<file path="src/rtl/sal_axi_wr_frontend_if.sv">
// Bus bundle for the SAL AXI write front end: APB control/status port,
// AXI AW and B channels, scheduler request port and scheduler completion port.
//   slave  : the front end's view (drives awready, b*, req_*, cpl_ready, p*rdata/ready/slverr)
//   master : the surrounding system's view (drives everything else)
`timescale 1ns/1ps
interface sal_axi_wr_frontend_if #(
  parameter int unsigned AXI_ID_WIDTH   = 4,
  parameter int unsigned AXI_ADDR_WIDTH = 32
);
  // APB
  logic                      psel;
  logic                      penable;
  logic                      pwrite;
  logic [11:0]               paddr;
  logic [31:0]               pwdata;
  logic [31:0]               prdata;
  logic                      pready;
  logic                      pslverr;
  // AXI AW
  logic [AXI_ID_WIDTH-1:0]   awid;
  logic [AXI_ADDR_WIDTH-1:0] awaddr;
  logic [7:0]                awlen;
  logic [2:0]                awsize;
  logic [1:0]                awburst;
  logic                      awvalid;
  logic                      awready;
  // AXI B
  logic [AXI_ID_WIDTH-1:0]   bid;
  logic [1:0]                bresp;
  logic                      bvalid;
  logic                      bready;
  // Scheduler request
  logic                      req_valid;
  logic [AXI_ID_WIDTH-1:0]   req_id;
  logic [AXI_ADDR_WIDTH-1:0] req_addr;
  logic [7:0]                req_len;
  logic                      req_ready;
  // Scheduler completion
  logic                      cpl_valid;
  logic [AXI_ID_WIDTH-1:0]   cpl_id;
  logic                      cpl_ready;

  modport slave (
    input  psel, penable, pwrite, paddr, pwdata,
    output prdata, pready, pslverr,
    input  awid, awaddr, awlen, awsize, awburst, awvalid,
    output awready,
    output bid, bresp, bvalid,
    input  bready,
    output req_valid, req_id, req_addr, req_len,
    input  req_ready,
    input  cpl_valid, cpl_id,
    output cpl_ready
  );

  modport master (
    output psel, penable, pwrite, paddr, pwdata,
    input  prdata, pready, pslverr,
    output awid, awaddr, awlen, awsize, awburst, awvalid,
    input  awready,
    input  bid, bresp, bvalid,
    output bready,
    input  req_valid, req_id, req_addr, req_len,
    output req_ready,
    output cpl_valid, cpl_id,
    input  cpl_ready
  );
endinterface

</file>
<file path="src/rtl/sal_axi_wr_frontend.sv">
// SAL DDR controller AXI write-address front end.
// Accepts AW requests, flags illegal bursts (non-INCR or size != bus width),
// forwards legal ones to the write scheduler and returns B responses, either
// from scheduler completions (OKAY) or generated for illegal requests (SLVERR).
// Ports:
//   clk, rst : clock, synchronous active-high reset
//   bus      : sal_axi_wr_frontend_if.slave (APB regs, AW, B, req, cpl)
// APB map: 0x00 CTRL[0]=ENABLE, 0x04 STATUS {B occ[11:8], AW occ[3:0]},
//          0x08 ERR_CNT (write clears), 0x0C AW_CNT.
`timescale 1ns/1ps

// Synchronous FIFO; push while full is accepted only when a pop happens in
// the same cycle.
module sal_axi_wr_frontend_fifo #(
  parameter int unsigned WIDTH = 8,
  parameter int unsigned DEPTH = 4
) (
  input  logic                         clk,
  input  logic                         rst,
  input  logic                         push_i,
  input  logic [WIDTH-1:0]             data_i,
  input  logic                         pop_i,
  output logic [WIDTH-1:0]             data_o,
  output logic                         full_o,
  output logic                         empty_o,
  output logic [$clog2(DEPTH+1)-1:0]   count_o
);
  localparam int unsigned PW = (DEPTH > 1) ? $clog2(DEPTH) : 1;
  localparam int unsigned CW = $clog2(DEPTH+1);

  logic [WIDTH-1:0] mem_q [DEPTH];
  logic [PW-1:0]    wr_ptr_q, rd_ptr_q;
  logic [CW-1:0]    count_q;
  logic             do_push, do_pop;

  assign empty_o = (count_q == '0);
  assign full_o  = (count_q == CW'(DEPTH));
  assign count_o = count_q;
  assign data_o  = mem_q[rd_ptr_q];
  assign do_pop  = pop_i & ~empty_o;
  assign do_push = push_i & (~full_o | do_pop);

  always_ff @(posedge clk) begin
    if (do_push) mem_q[wr_ptr_q] <= data_i;
  end

  always_ff @(posedge clk) begin
    if (rst) begin
      wr_ptr_q <= '0;
      rd_ptr_q <= '0;
      count_q  <= '0;
    end else begin
      if (do_push) wr_ptr_q <= wr_ptr_q + 1'b1;
      if (do_pop)  rd_ptr_q <= rd_ptr_q + 1'b1;
      case ({do_push, do_pop})
        2'b10:   count_q <= count_q + 1'b1;
        2'b01:   count_q <= count_q - 1'b1;
        default: count_q <= count_q;
      endcase
    end
  end
endmodule

module sal_axi_wr_frontend #(
  parameter int unsigned AXI_ID_WIDTH   = 4,
  parameter int unsigned AXI_ADDR_WIDTH = 32,
  parameter int unsigned AXI_DATA_WIDTH = 64,
  parameter int unsigned FIFO_DEPTH     = 4
) (
  input logic                   clk,
  input logic                   rst,
  sal_axi_wr_frontend_if.slave  bus
);
  localparam int unsigned AWW = AXI_ID_WIDTH + AXI_ADDR_WIDTH + 8 + 1;
  localparam int unsigned BW  = AXI_ID_WIDTH + 2;
  localparam int unsigned CW  = $clog2(FIFO_DEPTH+1);
  localparam logic [2:0]  SIZE_LEGAL = 3'($clog2(AXI_DATA_WIDTH/8));

  logic        ctrl_en_q;
  logic [15:0] err_cnt_q;
  logic [31:0] aw_cnt_q;

  logic apb_acc, apb_wr, apb_rd, addr_ok;
  logic aw_hs, aw_illegal;

  logic [AWW-1:0]            aw_din, aw_head;
  logic                      aw_full, aw_empty, aw_pop;
  logic [CW-1:0]             aw_count;
  logic [AXI_ID_WIDTH-1:0]   head_id;
  logic [AXI_ADDR_WIDTH-1:0] head_addr;
  logic [7:0]                head_len;
  logic                      head_err;

  logic [BW-1:0] b_din, b_head;
  logic          b_full, b_empty, b_push, b_pop;
  logic [CW-1:0] b_count;
  logic          cpl_hs, err_pop;

  logic unused_pwdata;
  assign unused_pwdata = ^bus.pwdata[31:1];

  // APB decode
  assign apb_acc = bus.psel & bus.penable;
  assign apb_wr  = apb_acc & bus.pwrite;
  assign apb_rd  = apb_acc & ~bus.pwrite;
  assign addr_ok = bus.paddr inside {12'h000, 12'h004, 12'h008, 12'h00C};

  // AW intake
  assign bus.awready = ctrl_en_q & ~aw_full;
  assign aw_hs       = bus.awvalid & bus.awready;
  assign aw_illegal  = (bus.awburst != 2'b01) | (bus.awsize != SIZE_LEGAL);
  assign aw_din      = {bus.awid, bus.awaddr, bus.awlen, aw_illegal};

  sal_axi_wr_frontend_fifo #(
    .WIDTH (AWW),
    .DEPTH (FIFO_DEPTH)
  ) u_aw_fifo (
    .clk     (clk),
    .rst     (rst),
    .push_i  (aw_hs),
    .data_i  (aw_din),
    .pop_i   (aw_pop),
    .data_o  (aw_head),
    .full_o  (aw_full),
    .empty_o (aw_empty),
    .count_o (aw_count)
  );

  assign {head_id, head_addr, head_len, head_err} = aw_head;

  assign bus.req_valid = ~aw_empty & ~head_err;
  assign bus.req_id    = head_id;
  assign bus.req_addr  = head_addr;
  assign bus.req_len   = head_len;

  // A completion owns the single B push slot; an error head waits for a
  // cycle without cpl_valid.
  assign cpl_hs        = bus.cpl_valid & ~b_full;
  assign bus.cpl_ready = ~b_full;
  assign err_pop       = ~aw_empty & head_err & ~b_full & ~bus.cpl_valid;
  assign aw_pop        = (bus.req_valid & bus.req_ready) | err_pop;
  assign b_push        = cpl_hs | err_pop;
  assign b_din         = cpl_hs ? {bus.cpl_id, 2'b00} : {head_id, 2'b10};

  sal_axi_wr_frontend_fifo #(
    .WIDTH (BW),
    .DEPTH (FIFO_DEPTH)
  ) u_b_fifo (
    .clk     (clk),
    .rst     (rst),
    .push_i  (b_push),
    .data_i  (b_din),
    .pop_i   (b_pop),
    .data_o  (b_head),
    .full_o  (b_full),
    .empty_o (b_empty),
    .count_o (b_count)
  );

  assign bus.bvalid = ~b_empty;
  assign b_pop      = bus.bvalid & bus.bready;
  assign {bus.bid, bus.bresp} = b_head;

  // Control/status registers; a clearing write to ERR_CNT wins over a
  // same-cycle increment.
  always_ff @(posedge clk) begin
    if (rst) begin
      ctrl_en_q <= 1'b0;
      err_cnt_q <= '0;
      aw_cnt_q  <= '0;
    end else begin
      if (apb_wr && bus.paddr == 12'h000) ctrl_en_q <= bus.pwdata[0];
      if (apb_wr && bus.paddr == 12'h008)
        err_cnt_q <= '0;
      else if (aw_hs && aw_illegal && err_cnt_q != '1)
        err_cnt_q <= err_cnt_q + 16'd1;
      if (aw_hs) aw_cnt_q <= aw_cnt_q + 32'd1;
    end
  end

  assign bus.pready  = 1'b1;
  assign bus.pslverr = apb_acc & ~addr_ok;

  always_comb begin
    bus.prdata = '0;
    if (apb_rd) begin
      case (bus.paddr)
        12'h000: bus.prdata = {31'd0, ctrl_en_q};
        12'h004: bus.prdata = {20'd0, 4'(b_count), 4'd0, 4'(aw_count)};
        12'h008: bus.prdata = {16'd0, err_cnt_q};
        12'h00C: bus.prdata = aw_cnt_q;
        default: bus.prdata = '0;
      endcase
    end
  end
endmodule

</file>
<file path="src/flat_wrapper.sv">
// flat-port wrapper written by rule: the top's interface ports become plain ports
module sal_axi_wr_frontend_flat 
#(
  parameter int unsigned AXI_ID_WIDTH   = 4,
  parameter int unsigned AXI_ADDR_WIDTH = 32,
  parameter int unsigned AXI_DATA_WIDTH = 64,
  parameter int unsigned FIFO_DEPTH     = 4
)
  (clk, rst, bus_psel, bus_penable, bus_pwrite, bus_paddr, bus_pwdata, bus_prdata, bus_pready, bus_pslverr, bus_awid, bus_awaddr, bus_awlen, bus_awsize, bus_awburst, bus_awvalid, bus_awready, bus_bid, bus_bresp, bus_bvalid, bus_bready, bus_req_valid, bus_req_id, bus_req_addr, bus_req_len, bus_req_ready, bus_cpl_valid, bus_cpl_id, bus_cpl_ready);
  sal_axi_wr_frontend_if #(.AXI_ID_WIDTH(AXI_ID_WIDTH), .AXI_ADDR_WIDTH(AXI_ADDR_WIDTH)) bus_i ();
  input logic clk;
  input logic rst;
  input wire logic [$bits(bus_i.psel)-1:0] bus_psel;
  input wire logic [$bits(bus_i.penable)-1:0] bus_penable;
  input wire logic [$bits(bus_i.pwrite)-1:0] bus_pwrite;
  input wire logic [$bits(bus_i.paddr)-1:0] bus_paddr;
  input wire logic [$bits(bus_i.pwdata)-1:0] bus_pwdata;
  output wire logic [$bits(bus_i.prdata)-1:0] bus_prdata;
  output wire logic [$bits(bus_i.pready)-1:0] bus_pready;
  output wire logic [$bits(bus_i.pslverr)-1:0] bus_pslverr;
  input wire logic [$bits(bus_i.awid)-1:0] bus_awid;
  input wire logic [$bits(bus_i.awaddr)-1:0] bus_awaddr;
  input wire logic [$bits(bus_i.awlen)-1:0] bus_awlen;
  input wire logic [$bits(bus_i.awsize)-1:0] bus_awsize;
  input wire logic [$bits(bus_i.awburst)-1:0] bus_awburst;
  input wire logic [$bits(bus_i.awvalid)-1:0] bus_awvalid;
  output wire logic [$bits(bus_i.awready)-1:0] bus_awready;
  output wire logic [$bits(bus_i.bid)-1:0] bus_bid;
  output wire logic [$bits(bus_i.bresp)-1:0] bus_bresp;
  output wire logic [$bits(bus_i.bvalid)-1:0] bus_bvalid;
  input wire logic [$bits(bus_i.bready)-1:0] bus_bready;
  output wire logic [$bits(bus_i.req_valid)-1:0] bus_req_valid;
  output wire logic [$bits(bus_i.req_id)-1:0] bus_req_id;
  output wire logic [$bits(bus_i.req_addr)-1:0] bus_req_addr;
  output wire logic [$bits(bus_i.req_len)-1:0] bus_req_len;
  input wire logic [$bits(bus_i.req_ready)-1:0] bus_req_ready;
  input wire logic [$bits(bus_i.cpl_valid)-1:0] bus_cpl_valid;
  input wire logic [$bits(bus_i.cpl_id)-1:0] bus_cpl_id;
  output wire logic [$bits(bus_i.cpl_ready)-1:0] bus_cpl_ready;
  assign bus_i.psel = bus_psel;
  assign bus_i.penable = bus_penable;
  assign bus_i.pwrite = bus_pwrite;
  assign bus_i.paddr = bus_paddr;
  assign bus_i.pwdata = bus_pwdata;
  assign bus_prdata = bus_i.prdata;
  assign bus_pready = bus_i.pready;
  assign bus_pslverr = bus_i.pslverr;
  assign bus_i.awid = bus_awid;
  assign bus_i.awaddr = bus_awaddr;
  assign bus_i.awlen = bus_awlen;
  assign bus_i.awsize = bus_awsize;
  assign bus_i.awburst = bus_awburst;
  assign bus_i.awvalid = bus_awvalid;
  assign bus_awready = bus_i.awready;
  assign bus_bid = bus_i.bid;
  assign bus_bresp = bus_i.bresp;
  assign bus_bvalid = bus_i.bvalid;
  assign bus_i.bready = bus_bready;
  assign bus_req_valid = bus_i.req_valid;
  assign bus_req_id = bus_i.req_id;
  assign bus_req_addr = bus_i.req_addr;
  assign bus_req_len = bus_i.req_len;
  assign bus_i.req_ready = bus_req_ready;
  assign bus_i.cpl_valid = bus_cpl_valid;
  assign bus_i.cpl_id = bus_cpl_id;
  assign bus_cpl_ready = bus_i.cpl_ready;
  sal_axi_wr_frontend #(.AXI_ID_WIDTH(AXI_ID_WIDTH), .AXI_ADDR_WIDTH(AXI_ADDR_WIDTH), .AXI_DATA_WIDTH(AXI_DATA_WIDTH), .FIFO_DEPTH(FIFO_DEPTH)) u_core (.clk(clk), .rst(rst), .bus(bus_i));
endmodule
</file>
<file path="config.mk">
export PLATFORM = sky130hd
export DESIGN_NAME = sal_axi_wr_frontend_flat
export DESIGN_NICKNAME = d
export VERILOG_FILES = /design/src/rtl/sal_axi_wr_frontend_if.sv /design/src/rtl/sal_axi_wr_frontend.sv /design/src/flat_wrapper.sv
export SDC_FILE = /design/constraint.sdc
export NUM_CORES = 1
export LEC_CHECK = 0
export BUFFER_PORTS_ARGS = -buffer_cell sky130_fd_sc_hd__buf_4
export CAP_MARGIN = 25
export CORE_MARGIN = 2
export CORE_UTILIZATION = 50
export DETAILED_ROUTE_END_ITERATION = 10
export PLACE_DENSITY = 0.72
export SLEW_MARGIN = 20
export SYNTH_ARGS = -nofsm -noshare
export SYNTH_HDL_FRONTEND = slang
export SYNTH_SLANG_ARGS = --single-unit
</file>
<file path="constraint.sdc">
create_clock -name clk -period 3.3 [get_ports clk]
set_input_delay 0.495 -clock clk [delete_from_list [all_inputs] [get_ports clk]]
set_output_delay 0.495 -clock clk [all_outputs]
set_load 0.05 [all_outputs]
</file>
==> run_results.csv, run 1 <==
group,metric,value,unit
power_and_ir_drop,seqPwrFrac,50.2,%
critical_path,crit_path_cell_trace,"buf_4, mux4_2, buf_4",
global_routing,grt_pass1_vias,6658,
clocking,cts_tree,"built",
sta,min_period_over_period,89.3,%
detailed_routing,vias,6470,
detailed_routing,firstDrtPassIters,4,
critical_path,cpMostUsedCell,"buf_4",
critical_path,slowest_stage,"buf_4",
synthesis,synthArstFlopShare,0,%
clocking,htreeDepth,1,
clocking,hold_buffers,0,
critical_path,cp_max_fo,44,
global_routing,gr-total-overflow,0,
critical_path,critPathArrivalTime,2450,ps
sta,setup_violations,0,
sta,setup_ws,352,ps
power_and_ir_drop,switching_power,1640,uW
global_routing,antenna_found_initial,0,
floorplanning,num_rows,54,
synthesis,ys_ff_latch,267,
power_and_ir_drop,p_int,5770,uW
sta,rsz0062_at_grt,"no",
floorplanning,initial_core_util,50.5,%
detailed_routing,route.antenna.remaining_nets,0,
sta,max_freq,339,MHz
clocking,clk_path_buf_depth,3,
floorplanning,fp.coreArea,0.0217,sq mm
synthesis,synth-edff-count,200,
clocking,cts-root-buf,"clkbuf_16",
critical_path,critical_path_class,"flip-flop to output port",
final_layout,area_growth_syn_to_layout,22.7,%
floorplanning,die_w,152,um
synthesis,synth_fp_nets,845,
sta,slew_viol_final,0,
synthesis,synth.avg_cell_area,15.1,sq um
power_and_ir_drop,switching_share,22.1,%
detailed_routing,drt_iter0_drc,384,
detailed_routing,drc_errors,0,
detailed_routing,viasPerCell,5.41,
detailed_routing,wirelength,21.5,mm
floorplanning,io_pins,194,
floorplanning,design.die.area,0.0231,sq mm
detailed_routing,wl_per_cell,18.0,um
status,outcome,"complete, no violations",
hold_path,worst_hold_path_type,"input port to flip-flop",
clocking,cts_resized,0,
sta,whs,154,ps
power_and_ir_drop,comb_power_share,7.7,%
power_and_ir_drop,p_per_area,551,mW/mm^2
sta,setup_tns,0,ps
global_routing,grt_pass1_wl,35.1,mm
global_routing,track_usage,18.7,%
global_routing,grt_max_degree,52,
critical_path,start_kind,"flip-flop",
clocking,cts_setup_buffers,0,
sta,fin_crit,2950,ps
synthesis,yosysWarnings,0,
power_and_ir_drop,vdd_drop_max,0.000361,V
clocking,numCtsBuffers,28,
power_and_ir_drop,clkPwrFrac,42.1,%
critical_path,max_stage_delay,690,ps
place,gp_congestion,0.822,
final_layout,antenna_cells,0,
final_layout,drive_above_1_share,30.9,%
clocking,cts.sinks,267,
synthesis,synth-main-ff-cell,"edfxtp_1",
place,io_buffers,160,
sta,hold_viol,0,
floorplanning,die_h,152,um
clocking,clock_latency,540,ps
place,dpl_worst_slack,691,ps
run,maxCapViolCount,0,
synthesis,syn_area,0.0110,sq mm
critical_path,required,2800,ps
clocking,clk_pin_slew,60,ps
final_layout,nets,1015,
sta,worst_pin_slew,900,ps
place,dp_hpwl,14.0,mm
synthesis,syn_inst,725,
sta,skew,10.2,ps
sta,slew_headroom,39.5,%
synthesis,ys_types,50,
synthesis,yosysSeqAreaShare,67.0,%
power_and_ir_drop,static-leakage-power,0.00472,uW
critical_path,end_kind,"output port",
[kinds of logic after synthesis]
logic type | synth area share [%]
adders and majority gates | 1.74
DFF | 67.0
and+or+nand+nor | 10.9
AOI/OAI and AO/OA | 2.71
other | 0.0685
xor gates and xnor gates | 3.12
buffers and inverters | 1.80
muxes | 12.6
[through the flow]
step	total power, uW	util (%)	cells	cell area [sq um]
2_1_floorplan	4160	-	725	11000
3_3_place_gp	4360	57.7	1145	12500
3_5_place_dp	4370	57.7	1145	12500
4_1_cts	7500	62.0	1196	13500
5_1_grt	7670	62.0	1196	13500
6_report	7410	62.0	1196	13500
[area by class of cell]
cell class	count	area (sq um)
sequential	267	7350
tap	280	350
fill	1665	8240
multi-input combinational	410	3420
timing repair buffer	171	1330
inverter	17	63.8
clock buffer	32	716
clock inverter	19	215
[power by group through the flow]
| stage | registers, uW | clock network [uW] | logic, uW |
|---|---|---|---|
| 6_report | 3720 | 3120 | 567 |
| 5_1_grt | 3730 | 3320 | 619 |
| 4_1_cts | 3720 | 3200 | 574 |
| 3_5_place_dp | 3800 | 0 | 572 |
| 3_3_place_gp | 3790 | 0 | 564 |
| 2_1_floorplan | 3770 | 0 | 394 |
[synth_stat cells, types with 2 or more instances]
master	instances	area (sq um)
buf_4	2	15.0
xor2_1	30	263
a31oi_1	2	12.5
inv_1	15	56.3
nand2_1	31	116
clkbuf_1	17	63.8
or3_1	20	125
a21oi_1	26	130
fa_1	2	40.0
and4_1	6	52.6
o21ai_0	16	80.1
nand3_1	15	75.1
nand4_1	17	106
mux4_2	51	1150
buf_2	8	40.0
dfxtp_1	67	1340
edfxtp_1	200	6010
nor3_1	8	40.0
xnor2_1	9	78.8
o2111ai_1	2	17.5
mux2i_1	19	190
mux2_2	4	45.0
nor2_1	77	289
nor4_1	3	18.8
nand4b_1	3	26.3
buf_1	4	15.0
conb_1	2	7.51
inv_2	2	7.51
and2_1	26	163
and3_1	10	62.6
ha_1	12	150
[final timing paths]
check,start,end,slack [ps],depth (start not counted)
worst max register to register,u_core.u_b_fifo.count_o[2],u_core.u_b_fifo.count_o[2],740,10
worst max-delay path,flip-flop,bus_req_id[1],350,3
worst min-delay path,bus_awlen[7],u_core.u_aw_fifo.mem_q[3][8],150,1
worst min register to register,u_core.u_aw_fifo.wr_ptr_q[1],u_core.u_aw_fifo.wr_ptr_q[1],500,2
[layer usage]
| layer | global-route usage (%) | share of wire (%) | wire length [um] | vias to the layer above |
|---|---|---|---|---|
| li1 | - | - | - | 3093 |
| met1 | 25.4 | 43 | 9300 | 3190 |
| met2 | 32.5 | 51 | 10900 | 161 |
| met3 | 2.65 | 4.4 | 940 | 26 |
| met4 | 4.45 | 1.6 | 346 | 0 |
| met5 | 0 | 0 | 0 | - |
[critical path: cells and delay by family (launching register included)]
kind     cells  cell delay [ps]
mux          1              650
flops        1              350
buf+inv      2              910
[cells in the final DEF (no fill, tap or decap), types with 10 or more instances in the layout]
master / n
xor2_1: 30
clkbuf_16: 28
nand2_1: 31
mux2i_1: 19
edfxtp_1: 200
and3_1: 10
dfxtp_1: 65
nand3_1: 15
or3_1: 20
buf_4: 167
nor2_1: 77
nand4_1: 17
and2_1: 22
mux4_2: 51
inv_1: 15
ha_1: 12
a21oi_1: 26
o21ai_0: 16
[registers in the layout (all words and copies together), names as in the netlist, named ones only]
register,flops
u_core.ctrl_en_q,1
u_core.aw_cnt_q,32
u_core.u_aw_fifo.count_o,3
u_core.u_aw_fifo.mem_q,180
u_core.u_aw_fifo.rd_ptr_q,2
u_core.u_b_fifo.count_o,3
u_core.u_b_fifo.mem_q,20
u_core.u_aw_fifo.wr_ptr_q,2
u_core.u_b_fifo.rd_ptr_q,2
u_core.u_b_fifo.wr_ptr_q,2
u_core.err_cnt_q,16
Power figures use the tool's default switching activity.
==> run 2, diff against run 1 <==
--- a/config.mk
+++ b/config.mk
@@ -5,7 +5,7 @@
 export SDC_FILE = /design/constraint.sdc
 export NUM_CORES = 1
 export LEC_CHECK = 0
-export BUFFER_PORTS_ARGS = -buffer_cell sky130_fd_sc_hd__buf_4
+export BUFFER_PORTS_ARGS = -buffer_cell sky130_fd_sc_hd__buf_2
 export CAP_MARGIN = 25
 export CORE_MARGIN = 2
 export CORE_UTILIZATION = 50
==> constraint.sdc (replaced) <==
create_clock -name clk -period 3.4 [get_ports clk]
set_input_delay 0.51 -clock clk [delete_from_list [all_inputs] [get_ports clk]]
set_output_delay 0.51 -clock clk [all_outputs]
set_load 0.05 [all_outputs]
==> run_results.csv, run 2 (synthesis results as in run 1) <==
group,metric,value,unit
status,outcome,"complete, no violations",
final_layout,fill_cells,1661,
power_and_ir_drop,p_per_area,544,mW/mm^2
floorplanning,design.die.area,0.0231,sq mm
critical_path,end_kind,"output port",
final_layout,ff_latch_area,0.00735,sq mm
sta,fin_crit,3020,ps
final_layout,nets,1017,
sta,whs,172,ps
floorplanning,io_pins,194,
final_layout,largest_register_ffs,180,
final_layout,area_growth_syn_to_layout,18.6,%
place,io_buffers,160,
critical_path,critPathArrivalTime,2510,ps
clocking,cts.sinks,267,
detailed_routing,wirelength,21.0,mm
place,dpl.cell_count,1146,
global_routing,grt_pass1_wl,34.0,mm
hold_path,worst_hold_path_type,"input port to flip-flop",
power_and_ir_drop,clkPwrFrac,41.8,%
floorplanning,initial_core_util,50.5,%
critical_path,start_kind,"flip-flop",
sta,slew_viol_final,0,
final_layout,fin_cells,1200,
sta,min_period_over_period,88.9,%
detailed_routing,firstDrtPassIters,4,
sta,skew,12.0,ps
global_routing,grt_max_degree,46,
clocking,hold_buffers,0,
critical_path,critical_path_class,"flip-flop to output port",
final_layout,most-common-layout-cells,"200 x edfxtp_1, 160 x buf_2, 77 x nor2_1, 65 x dfxtp_1, 51 x mux4_2",
floorplanning,num_rows,54,
final_layout,antenna_cells,0,
power_and_ir_drop,static-leakage-power,0.00459,uW
detailed_routing,viasPerCell,5.36,
clocking,cts_setup_buffers,0,
critical_path,required,2890,ps
power_and_ir_drop,seqPwrFrac,51.1,%
run,maxCapViolCount,0,
final_layout,drive_above_1_share,30.8,%
sta,slew_headroom,53.5,%
final_layout,final_common_cell,"edfxtp_1",
critical_path,cp_max_fo,30,
place,dp_hpwl,13.8,mm
global_routing,gr-total-overflow,0,
global_routing,track_usage,18.1,%
sta,hold_viol,0,
power_and_ir_drop,switching_power,1600,uW
power_and_ir_drop,comb_power_share,7.1,%
clocking,cts-root-buf,"clkbuf_16",
power_and_ir_drop,vdd_drop_max,0.000463,V
clocking,htreeDepth,1,
sta,worst_pin_slew,698,ps
power_and_ir_drop,switching_share,22.7,%
detailed_routing,drc_errors,0,
clocking,clk_path_buf_depth,3,
floorplanning,die_h,152,um
global_routing,grt_pass1_vias,6574,
floorplanning,fp.coreArea,0.0217,sq mm
detailed_routing,route.antenna.remaining_nets,0,
sta,setup_tns,0,ps
clocking,clk_pin_slew,60,ps
clocking,cts_tree,"built",
detailed_routing,vias,6435,
sta,setup_violations,0,
final_layout,multiInputGateArea,0.00342,sq mm
sta,max_freq,331,MHz
floorplanning,die_w,152,um
final_layout,largestRegisters,"u_core.u_aw_fifo.mem_q x180, u_core.aw_cnt_q x32, u_core.u_b_fifo.mem_q x20",
sta,rsz0062_at_grt,"no",
clocking,numCtsBuffers,29,
detailed_routing,wl_per_cell,17.5,um
final_layout,largest_register,"u_core.u_aw_fifo.mem_q",
place,gp_congestion,0.833,
detailed_routing,drt_iter0_drc,329,
clocking,cts_resized,0,
global_routing,antenna_found_initial,0,
power_and_ir_drop,power,7070,uW
clocking,clock_latency,550,ps
power_and_ir_drop,p_int,5460,uW
run 2: changes by cell type in the layout (fill, tap and decap cells not counted), moves of 2 or more:
cell,change
buf_12,-3
buf_2,+160
buf_4,-156
bufinv_16,-2
clkbuf_1,+3
clkinv_2,-2
clkinvlp_4,+2
run 2: metal layers:
layer / vias up / share of wire [%] / GRT usage (%) / routed length (um)
met4: 0 / 2.5 / 5.21 / 531
met1: 3151 / 43 / 23.9 / 9140
met3: 44 / 4.5 / 2.71 / 956
li1: 3090 / - / - / -
met5: - / 0 / 0 / 0
met2: 150 / 50 / 31.5 / 10400
run 2: layout make-up:
cell class | instances | area share [%]
Clock inverter | 18 | 1.18
Tap cell | 280 | 2.70
Inverter | 17 | 0.491
Multi-Input combinational cell | 410 | 26.3
Sequential cell | 267 | 56.6
Clock buffer | 36 | 5.79
Timing Repair Buffer | 172 | 6.95
run 2: final timing paths:
kind / startpoint / end / slack (ps) / depth (start not counted)
worst max-delay path: flip-flop / bus_req_addr[5] / 380 / 3
worst min-delay path: bus_awaddr[2] / u_core.u_aw_fifo.mem_q[2][11] / 170 / 1
worst max register to register: u_core.u_b_fifo.count_o[2] / u_core.u_b_fifo.count_o[2] / 540 / 10
worst min register to register: u_core.aw_cnt_q[31] / u_core.aw_cnt_q[31] / 490 / 2
run 2: per-stage QoR:
step | setup slack [ps] | instance area, sq um | utilization (%)
after floorplan | 510 | 11000 | -
after global placement | 499 | 12100 | 55.7
after detailed placement | 451 | 12100 | 55.7
after CTS | 272 | 13000 | 59.9
after global routing | 131 | 13000 | 59.9
final | 378 | 13000 | 59.9
run 2: power groups by stage:
| stage | Combinational [uW] | Clock [uW] | Sequential (uW) |
|---|---|---|---|
| 3_3_place_gp | 495 | 0 | 3680 |
| 5_1_grt | 546 | 3160 | 3620 |
| 4_1_cts | 506 | 3020 | 3610 |
| 3_5_place_dp | 505 | 0 | 3680 |
| 2_1_floorplan | 383 | 0 | 3660 |
| 6_report | 502 | 2950 | 3610 |
run 2: critical path, stage by stage (launching register included):
cell and delay (ps):
dfxtp_4 550, buf_4 560, mux4_2 600, buf_2 230
==> run 3, diff against run 2 <==
--- a/config.mk
+++ b/config.mk
@@ -10,7 +10,7 @@
 export CORE_MARGIN = 2
 export CORE_UTILIZATION = 50
 export DETAILED_ROUTE_END_ITERATION = 10
-export PLACE_DENSITY = 0.72
+export PLACE_DENSITY = 0.74
 export SLEW_MARGIN = 20
 export SYNTH_ARGS = -nofsm -noshare
 export SYNTH_HDL_FRONTEND = slang
==> constraint.sdc (replaced) <==
create_clock -name clk -period 2.65 [get_ports clk]
set_input_delay 0.3975 -clock clk [delete_from_list [all_inputs] [get_ports clk]]
set_output_delay 0.3975 -clock clk [all_outputs]
set_load 0.05 [all_outputs]
==> run_results.csv, run 3 (synthesis results as in run 1) <==
group,metric,value,unit
place,gp_congestion,0.800,
sta,setup_violations,0,
floorplanning,fp.coreArea,0.0217,sq mm
final_layout,nets,1023,
floorplanning,io_pins,194,
detailed_routing,firstDrtPassIters,5,
critical_path,required,3100,ps
global_routing,antenna_found_initial,2,
critical_path,start_kind,"flip-flop",
sta,setup_tns,0,ps
global_routing,gr-total-overflow,0,
place,dp_hpwl,14.0,mm
sta,max_freq,403,MHz
floorplanning,die_w,152,um
clocking,cts-root-buf,"clkbuf_16",
clocking,clk_pin_slew,70,ps
clocking,htreeDepth,1,
detailed_routing,route.antenna.remaining_nets,0,
sta,worst_pin_slew,653,ps
final_layout,largestRegisters,"u_core.u_aw_fifo.mem_q x180, u_core.aw_cnt_q x32, u_core.u_b_fifo.mem_q x20",
power_and_ir_drop,static-leakage-power,0.00464,uW
detailed_routing,drt_iter0_drc,304,
clocking,numCtsBuffers,26,
final_layout,most-common-layout-cells,"200 x edfxtp_1, 160 x buf_2, 77 x nor2_1, 65 x dfxtp_1, 51 x mux4_2",
detailed_routing,wirelength,21.2,mm
floorplanning,die_h,152,um
clocking,cts_tree,"built",
clocking,cts.sinks,267,
sta,rsz0062_at_grt,"no",
detailed_routing,wl_per_cell,17.6,um
floorplanning,design.die.area,0.0231,sq mm
critical_path,cp_max_fo,4,
status,outcome,"complete, no violations",
detailed_routing,drc_errors,0,
critical_path,end_kind,"flip-flop",
final_layout,area_growth_syn_to_layout,20.0,%
hold_path,worst_hold_path_type,"input port to flip-flop",
sta,fin_crit,2480,ps
place,dpl_cell_area,0.0122,sq mm
power_and_ir_drop,vdd_drop_max,0.000566,V
clocking,clk_path_buf_depth,3,
floorplanning,num_rows,54,
detailed_routing,viasPerCell,5.37,
floorplanning,initial_core_util,50.5,%
sta,hold_viol,0,
global_routing,grt_pass1_wl,34.0,mm
final_layout,drive_above_1_share,32.8,%
sta,slew_headroom,56.5,%
global_routing,track_usage,18.3,%
final_layout,design_area,0.0132,sq mm
sta,slew_viol_final,0,
final_layout,fill_cells,1672,
global_routing,grt_max_degree,46,
final_layout,largest_register,"u_core.u_aw_fifo.mem_q",
critical_path,critPathArrivalTime,2930,ps
final_layout,final_common_cell,"edfxtp_1",
clocking,clock_latency,520,ps
place,io_buffers,160,
final_layout,largest_register_ffs,180,
power_and_ir_drop,p_per_area,692,mW/mm^2
sta,min_period_over_period,93.6,%
sta,skew,11.4,ps
global_routing,grt_pass1_vias,6440,
detailed_routing,vias,6460,
critical_path,critical_path_class,"flip-flop to flip-flop",
clocking,hold_buffers,0,
run,maxCapViolCount,0,
[run 3: cell types whose count changed in the layout (fill, tap and decap cells not counted), moves of 3 or more]
cell	change
buf_12	+5
buf_4	+4
clkbuf_1	-4
clkinv_1	-6
clkinvlp_4	+3
[run 3: what timing repair did]
action | CTS | global route
endpoints found under the setup margin | 44 | 25
pin swaps | 0 | 2
setup buffers | 0 | 1
resized for setup | 2 | 7
[run 3: worst paths after layout]
check	start	end	slack [ps]	depth (start not counted)
min	bus_awlen[1]	u_core.u_aw_fifo.mem_q[2][2]	90	1
max	u_core.u_aw_fifo.mem_q[3][0]	u_core.u_aw_fifo.count_o[2]	170	9
min reg2reg	u_core.aw_cnt_q[31]	u_core.aw_cnt_q[31]	500	2
max reg2reg	u_core.u_aw_fifo.mem_q[3][0]	u_core.u_aw_fifo.count_o[2]	170	9
[run 3: where the power goes]
part           internal, uW  total (uW)  switching, uW
registers              4570        4630           63.9
logic                   235         655            420
clock network          2310        3810           1500
total                  7110        9100           1990
[run 3: worst max-delay path: stages (launching register included)]
cell and delay (ps):
edfxtp_1 380, mux4_2 530, nand3b_1 220, nand2_2 110
ha_2 190, inv_1 50, fa_2 330, xor2_1 150
or3_1 330, a21oi_2 140
[run 3: final cells by class]
class | count | area, sq um | area share, %
sequential | 267 | 7350 | 55.9
multi-input combinational | 410 | 3440 | 26.2
timing repair buffer | 181 | 1030 | 7.86
clock buffer | 32 | 714 | 5.43
tap | 280 | 350 | 2.66
clock inverter | 15 | 189 | 1.44
inverter | 17 | 63.8 | 0.485
antenna | 2 | 5.00 | 0.0381
[run 3: metrics by stage]
step                      util [%]  hold WS (ps)  worst slack, ps  total power (uW)  cells
after global placement        56.3           478              197              5360   1154
after detailed placement      56.3           479              140              5380   1154
after global routing          60.6          69.1             5.12              9430   1204
after CTS                     60.5          63.5             19.7              9220   1201
after floorplan                  -           454             37.8              5190    725
final                         60.6          91.9              169              9100   1204
[run 3: layer usage]
metal / GRT usage [%] / routed length (um)
met5: 0 / 0
met4: 4.54 / 388
met3: 3.02 / 893
met2: 31.3 / 10700
met1: 24.7 / 9240
